**src/rtl/bus_operand_sequencer.sv**
```systemverilog
// Byte-bus front/back end for a multi-cycle arithmetic core: loads operands, pulses the core, returns results.
// Optional CORE_TIMEOUT_EN adds a WAIT watchdog with a sticky err_timeout output.
//
// state   | meaning
// S_LOAD  | accepting operand beats from the input bus
// S_CLR   | one-cycle core_rst pulse before launch
// S_START | one-cycle core_start pulse
// S_WAIT  | waiting for core_done
// S_SEND  | presenting result beats on the output bus
// S_ABORT | watchdog expired: core_rst pulse, then back to S_LOAD (CORE_TIMEOUT_EN only)
module bus_operand_sequencer #(
    parameter int BUS_W       = 8,
    parameter int OP_W        = 16,
    parameter int NUM_OPS     = 2,
    parameter int NUM_RES     = 2,
    parameter int TIMEOUT_CYC = 1024
) (
    input  logic                    clk,
    input  logic                    reset,
    input  logic                    in_valid,
    input  logic [BUS_W-1:0]        in_data,
    output logic                    in_ready,
    output logic [NUM_OPS*OP_W-1:0] op_bus,
    output logic                    core_rst,
    output logic                    core_start,
    input  logic                    core_done,
    input  logic [NUM_RES*OP_W-1:0] res_bus,
    output logic                    out_valid,
    output logic [BUS_W-1:0]        out_data,
    input  logic                    out_ready,
    output logic                    busy
`ifdef CORE_TIMEOUT_EN
    ,
    output logic                    err_timeout
`endif
);

    localparam int BPO   = OP_W / BUS_W;
    localparam int NIN   = NUM_OPS * BPO;
    localparam int NOUT  = NUM_RES * BPO;
    localparam int NMAX  = (NIN > NOUT) ? NIN : NOUT;
    localparam int CNT_W = (NMAX > 1) ? $clog2(NMAX) : 1;

    if ((OP_W % BUS_W) != 0 || NUM_OPS < 1 || NUM_RES < 1 || TIMEOUT_CYC < 1) begin : g_bad_params
        $error("bus_operand_sequencer: illegal parameter combination");
    end

    // Bit position of beat k: operand k/BPO, most significant byte first.
    function automatic int beat_lsb(input int k);
        return (k / BPO) * OP_W + (BPO - 1 - (k % BPO)) * BUS_W;
    endfunction

    typedef enum logic [2:0] {
        S_LOAD,
        S_CLR,
        S_START,
        S_WAIT,
        S_SEND
`ifdef CORE_TIMEOUT_EN
        ,
        S_ABORT
`endif
    } state_t;

    state_t                    r_state;
    state_t                    w_next;
    logic [CNT_W-1:0]          r_in_cnt;
    logic [CNT_W-1:0]          r_out_cnt;
    logic [NUM_OPS*OP_W-1:0]   r_op_bus;
    logic [NUM_RES*OP_W-1:0]   r_res;
    logic [BUS_W-1:0]          w_out_data;
    logic                      w_in_fire;
    logic                      w_out_fire;
    logic                      w_in_last;
    logic                      w_out_last;
    logic                      w_tmo_exp;

    assign w_in_fire  = in_valid && (r_state == S_LOAD);
    assign w_out_fire = out_ready && (r_state == S_SEND);
    assign w_in_last  = (r_in_cnt == CNT_W'(NIN - 1));
    assign w_out_last = (r_out_cnt == CNT_W'(NOUT - 1));

`ifdef CORE_TIMEOUT_EN
    localparam int TMO_W = (TIMEOUT_CYC > 1) ? $clog2(TIMEOUT_CYC) : 1;

    logic [TMO_W-1:0] r_tmo_cnt;
    logic             r_err;

    assign w_tmo_exp   = (r_tmo_cnt == '0);
    assign err_timeout = r_err;

    // Down-counter loaded on launch; terminal count in WAIT means TIMEOUT_CYC cycles elapsed.
    always_ff @(posedge clk or posedge reset) begin
        if (reset) begin
            r_tmo_cnt <= '0;
            r_err     <= 1'b0;
        end else begin
            if (r_state == S_START)
                r_tmo_cnt <= TMO_W'(TIMEOUT_CYC - 1);
            else if (r_state == S_WAIT && !w_tmo_exp)
                r_tmo_cnt <= r_tmo_cnt - TMO_W'(1);
            if (r_state == S_WAIT && !core_done && w_tmo_exp)
                r_err <= 1'b1;
            else if (w_in_fire)
                r_err <= 1'b0;
        end
    end
`else
    assign w_tmo_exp = 1'b0;
`endif

    always_ff @(posedge clk or posedge reset) begin
        if (reset)
            r_state <= S_LOAD;
        else
            r_state <= w_next;
    end

    always_comb begin
        w_next = r_state;
        case (r_state)
            S_LOAD:  if (w_in_fire && w_in_last) w_next = S_CLR;
            S_CLR:   w_next = S_START;
            S_START: w_next = S_WAIT;
            S_WAIT: begin
                if (core_done)
                    w_next = S_SEND;
`ifdef CORE_TIMEOUT_EN
                else if (w_tmo_exp)
                    w_next = S_ABORT;
`endif
            end
            S_SEND:  if (w_out_fire && w_out_last) w_next = S_LOAD;
            default: w_next = S_LOAD;
        endcase
    end

    always_ff @(posedge clk or posedge reset) begin
        if (reset) begin
            r_in_cnt  <= '0;
            r_out_cnt <= '0;
            r_op_bus  <= '0;
            r_res     <= '0;
        end else begin
            if (w_in_fire) begin
                for (int k = 0; k < NIN; k++)
                    if (r_in_cnt == CNT_W'(k))
                        r_op_bus[beat_lsb(k) +: BUS_W] <= in_data;
                r_in_cnt <= w_in_last ? '0 : r_in_cnt + CNT_W'(1);
            end
            if (r_state == S_WAIT && core_done)
                r_res <= res_bus;
            if (w_out_fire)
                r_out_cnt <= w_out_last ? '0 : r_out_cnt + CNT_W'(1);
        end
    end

    always_comb begin
        w_out_data = '0;
        if (r_state == S_SEND)
            for (int k = 0; k < NOUT; k++)
                if (r_out_cnt == CNT_W'(k))
                    w_out_data = r_res[beat_lsb(k) +: BUS_W];
    end

    assign in_ready   = (r_state == S_LOAD);
    assign busy       = (r_state != S_LOAD);
    assign out_valid  = (r_state == S_SEND);
    assign out_data   = w_out_data;
    assign op_bus     = r_op_bus;
    assign core_start = (r_state == S_START);
`ifdef CORE_TIMEOUT_EN
    assign core_rst   = (r_state == S_CLR) || (r_state == S_ABORT);
`else
    assign core_rst   = (r_state == S_CLR);
`endif

endmodule
```
**config.mk**
```make
export PLATFORM = sky130hd
export DESIGN_NAME = bus_operand_sequencer
export DESIGN_NICKNAME = d
export VERILOG_FILES = /design/src/rtl/bus_operand_sequencer.sv
export SDC_FILE = /design/constraint.sdc
export NUM_CORES = 1
export LEC_CHECK = 0
export ABC_AREA = 1
export CAP_MARGIN = 20
export CORE_ASPECT_RATIO = 1.75
export CORE_MARGIN = 4
export CORE_UTILIZATION = 48
export DETAILED_ROUTE_END_ITERATION = 7
export GPL_ROUTABILITY_DRIVEN = 0
export MAX_ROUTING_LAYER = met4
export PLACE_DENSITY = 0.84
export SKIP_LAST_GASP = 1
export SYNTH_ARGS = -nofsm -noshare
export SYNTH_HDL_FRONTEND = slang
export SYNTH_SLANG_ARGS = --single-unit
```
**constraint.sdc**
```tcl
create_clock -name clk -period 2.5 [get_ports clk]
set_input_delay 0.375 -clock clk [delete_from_list [all_inputs] [get_ports clk]]
set_output_delay 0.375 -clock clk [all_outputs]
set_load 0.02 [all_outputs]
```
Yosys cells after proc, flatten, opt, wreduce, memory -nomap -nowiden
Index checks and enable logic that the tools add are counted. Widths: inputs -> output; s select.

Memories: 0. Flip-flop bits (word level): 71. Memory bits (read-only): 0. Latch bits: 0. Input bits: 45. Output and inout port bits: 45. Bits in writable memories: 0.

Multiplexer cells: 11. Order comparisons: 0. Equal/unequal tests: 13. Shift operators: 0. Divide/modulo/power cells: 0. Bitwise gates (word level): 0. $mul: 0. $add $sub $neg: 2. Reduce and logical (&&, ||, !) cells: 14.

Operators by type and width (number): $mux 8 (5); $pmux 3 s5 (1); $mux 3 (3); $eq 2x2->1 const B (4); $reduce_and 2->1 (4); $eq 3x2->1 const B (2); $logic_and 1x1->1 (5); $add 2x1->2 const B (2); $eq 2x1->1 const B (2); $logic_not 2->1 (2); $mux 2 (2); $ne 2x1->1 const B (2); $eq 3x1->1 const B (1); $eq 3x3->1 const B (1); $logic_not 3->1 (1); $reduce_and 3->1 (1); $reduce_bool 3->1 (1); $ne 2x2->1 const B (1).

Logic depth before layout (Yosys ltp)
Word-level depth: 6. Gate-level depth with buffers: 8. Depth with buffers taken out: 7.

Worst setup path before layout
OpenSTA, ideal clock, no wires.

Path kind: register to output. Start point: reg r_out_cnt[0]. End point: out out_data[6]. Data required time: 2.125 ns. Cell stages (with the launch flop): 7. Arrival: 1.435 ns. Path buffers: 1. Setup slack: 0.690 ns. Path through: dfrtp_1 > inv_1 > ha_1 > clkbuf_1 > inv_1 > o211ai_1 > a21oi_1.

Cells in the longest elaborated chain, start to end: 6. Elaborated cells on any way between the ends: 9.

Ends and longest elaborated chain: from (decl) (RTL line 68) `logic [CNT_W-1:0] r_out_cnt;`; from (signal assigned) (RTL line 154) `r_out_cnt <= w_out_last ? '0 : r_out_cnt + CNT_W'(1);`; $logic_not 2->1 (RTL line 162) `if (r_out_cnt == CNT_W'(k))`; $mux 8 (3 in a row) (RTL line 162); $mux 8 * (RTL line 162); $mux 8 * (RTL line 160) `if (r_state == S_SEND)`; to (decl) (RTL line 29) `output logic [BUS_W-1:0] out_data,`.

Every way passes the cells marked *; elsewhere a longest branch is shown, timed or not.

Worst setup path in the final report
Start point: reg r_out_cnt[0]. End point: out out_data[7].

The elaborated chain is that of the path after synthesis.

==> impl_summary.md <==
GRT
The global-route congestion overflow total is 0. The via count of the first global-routing pass is 3064. The fraction of met3 tracks used by global routing is 7.35%. The fraction of met1 tracks used by global routing is 22.7%. The initial antenna violation count is 0. The first global-routing pass estimated 14.7 mm of wire.

For this run, global-route usage on met2 was measured as 40.2%. The global-route usage over all layers is 23.2%. Entering global routing, the biggest net connects 46 pins. The most used routing layer is met2.

Synth
The yosys synthesis warning count is 0. The share of async-settable or async-resettable flops after synthesis is 100%. By count the netlist is led by nand2_1, dfrtp_1, o21ai_0, a21oi_1, inv_1.

The number of cells produced by synthesis is 389. The library cell with the highest instance count after synthesis is nand2_1. The number of enable-type register cells in the synthesized netlist is 0. Of the post-synthesis cell area, the dominant cell type holds 53.6%. The number of nets in the synthesized netlist is 442.

The predominant post-synthesis flop cell is dfrtp_1. Synthesis instantiated 20 different standard cells from the library. The share of the Yosys chip area taken by registers is 53.6%.

The post-synthesis register bit count is 71. After synthesis, the cell types taking the most area are dfrtp_1, nand2_1, o21ai_0. The area of the mapped netlist is 0.00332 mm^2.

The average instance in the mapped netlist occupies 8.52 um^2. The leading area contributor after synthesis is dfrtp_1.

Power
The worst-case IR drop observed on VDD is 791 uV. In this run the static leakage power is 2.28 nW. The design draws 5.52 mW. For this design the ratio of total power to cell area is 1220 mW/mm^2.

Detailed routing
The remaining antenna violation count after routing is 0. The average detailed-routed wire length per instance is 15.8 um. The initial DRC count is 177. The number of optimization iterations in the first detailed-route pass is 4. Using the TritonRoute via totals, the vias-per-cell ratio works out to 5.21. The DRC violation count after routing is 0.

The routed layout has 2942 vias. The total length of routed wires is 8.94 mm.

Setup path
The end of the worst register-to-register path is r_res[11]. STA classifies the critical path endpoint as an output pin. The critical path is of the reg2out type. The critical register-to-register path startpoint is r_state[1]. The top fanout value on the critical path is 10. The worst setup slack for register-to-register paths is 730 ps. The worst register-to-register path has a depth of 5.

The type of element launching the critical path is a flip-flop. At the worst endpoint, the arrival time is 1950 ps. Data on the critical path is required at its endpoint by 2120 ps.

Floorplan
The die area is 0.00835 mm^2. The x dimension of the die is 70.8 um. The total core area is 0.00664 mm^2. The initialized floorplan defines 39 standard-cell rows. The initial core utilization is 50.0%. The vertical die dimension is 118 um. In this run the count of I/O pins placed on the die edge is 90.

Finish
The number of fillers in the final layout is 506. For this run, the post-layout net count is 531. Once layout is complete, the cells apart from fillers number 565. Of the cells placed in the final design, the portion with a size suffix greater than 1 is 6.63%. The final standard cell utilization of the core is 68.3%. The count of antenna diodes in the layout is 0. Compared with the post-synthesis result, the final layout area differs by 36.7%.

STA
Setup repair after global routing left no endpoint under its margin. The worst path in the final design needs a cycle of 2330 ps, including I/O delays and setup. Across the routed clock network, the largest skew measured is 4.90 ps.

At the pin with the least slew margin, the transition time is 730 ps. The count of endpoints failing setup in the final report is 0. In the post-route analysis, the smallest setup slack over all paths is 174 ps. The final count of pins violating max slew is 0. After routing, the total negative slack on setup checks comes to 0 ps. In the finished design, the share of the clock period the worst path needs comes to 93.1%. The worst slew margin relative to its limit is 51.3%. The final number of hold-violating endpoints is 0. Derived from the worst setup path, the maximum achievable clock frequency is 430 MHz.

Placed design
The number of buffer cells added on primary ports is 89. The number of placed instances, taps included, is 549. The post-placement worst setup slack is 181 ps. Detailed placement ended at an HPWL of 6.86 mm.

Clocking
Clock latency on the worst-skew pair, taken at its later pin, is 330 ps. After clock tree synthesis, the repair step resized 10 gates. The clock tree synthesis step divided the H-tree into 3 levels.

Hold repair after CTS inserted 0 buffers. The post-CTS repair timing setup buffer count is 0. The buffer cell driving the clock tree root is clkbuf_16. In this run, CTS created clock tree buffers numbering 9. The clock passes through at most 2 buffers. The clock slew at the register clock pins of the worst setup and hold paths is 50 ps.

The number of clock sinks is 71. TritonCTS built the clock tree.

Worst hold path
The path with the worst hold slack has its endpoint at r_res[20]. The path class of the tightest hold or removal check is reg2reg. Along the worst hold path, the cell count comes to 2. The worst hold path begins at r_res[20].

Status
The flow ran to the end, and the final reports show no timing, DRC or antenna violations.

Flow run
Across the run, the number of max-cap violations was 0.
==> worst max-delay path, cell delays in order, from the launching register on <==
cell and delay (ps):
dfrtp_1 410, ha_1 330, inv_1 210, o21ai_0 150
a21oi_1 180, dlygate4sd2_1 350
==> cell usage in the layout (no fill, tap or decap), types with 4 or more instances in the layout <==
cell	count
ha_1	7
clkbuf_16	9
nand2_1	125
nor2_1	19
dlygate4sd2_1	7
nand3_1	28
nor2_8	4
clkinv_2	4
o21ai_0	47
dfrtp_1	71
clkdlybuf4s50_1	81
inv_1	29
a21oi_1	32
==> logic make-up after synthesis <==
family                     share of synthesized area, %
and+or+nand+nor                                    24.4
AOI/OAI and AO/OA                                  12.8
DFF                                                53.6
buffers and inverters                              6.19
adders and majority gates                          3.02
==> state kept, by name (all words and copies together) (netlist names) <==
signal	cells
op_bus	32
r_res	32
r_state	3
r_in_cnt	2
r_out_cnt	2
==> cell type report <==
type | instances | area [um^2] | share of cell area [%]
Timing Repair Buffer | 93 | 920 | 20.3
Clock buffer | 12 | 256 | 5.66
Multi-Input combinational cell | 271 | 1340 | 29.5
Tap cell | 82 | 103 | 2.26
Clock inverter | 4 | 20.0 | 0.442
Sequential cell | 71 | 1780 | 39.2
Inverter | 32 | 120 | 2.65
==> power by group <==
part | switching [mW] | total, mW | internal [mW]
clock | 0.440 | 1.16 | 0.717
sequential | 0.301 | 1.96 | 1.66
combinational | 1.48 | 2.40 | 0.922
==> worst max path at each step <==
stage / start / end / depth (start not counted)
after floorplan: reset / op_bus[0] / 1
after global placement: r_out_cnt[0] / out_data[6] / 6
after detailed placement: r_out_cnt[1] / out_data[2] / 7
after CTS: r_out_cnt[0] / out_data[2] / 7
after global routing: r_out_cnt[0] / out_data[4] / 7
final: r_out_cnt[0] / out_data[7] / 5
==> per-stage QoR <==
step,hold slack (ps),area (um^2)
floorplan,437,3320
CTS,480,4540
global route,503,4530
detailed placement,462,4270
finish,477,4530
global placement,460,4270
==> layer usage <==
layer  vias to the layer above  routed length, um
met3                        26                573
met4                         0                421
met1                      1358               3250
met2                       125               4700
li1                       1433                  -
met5                         -                  0
Power figures use the tool's default switching activity.
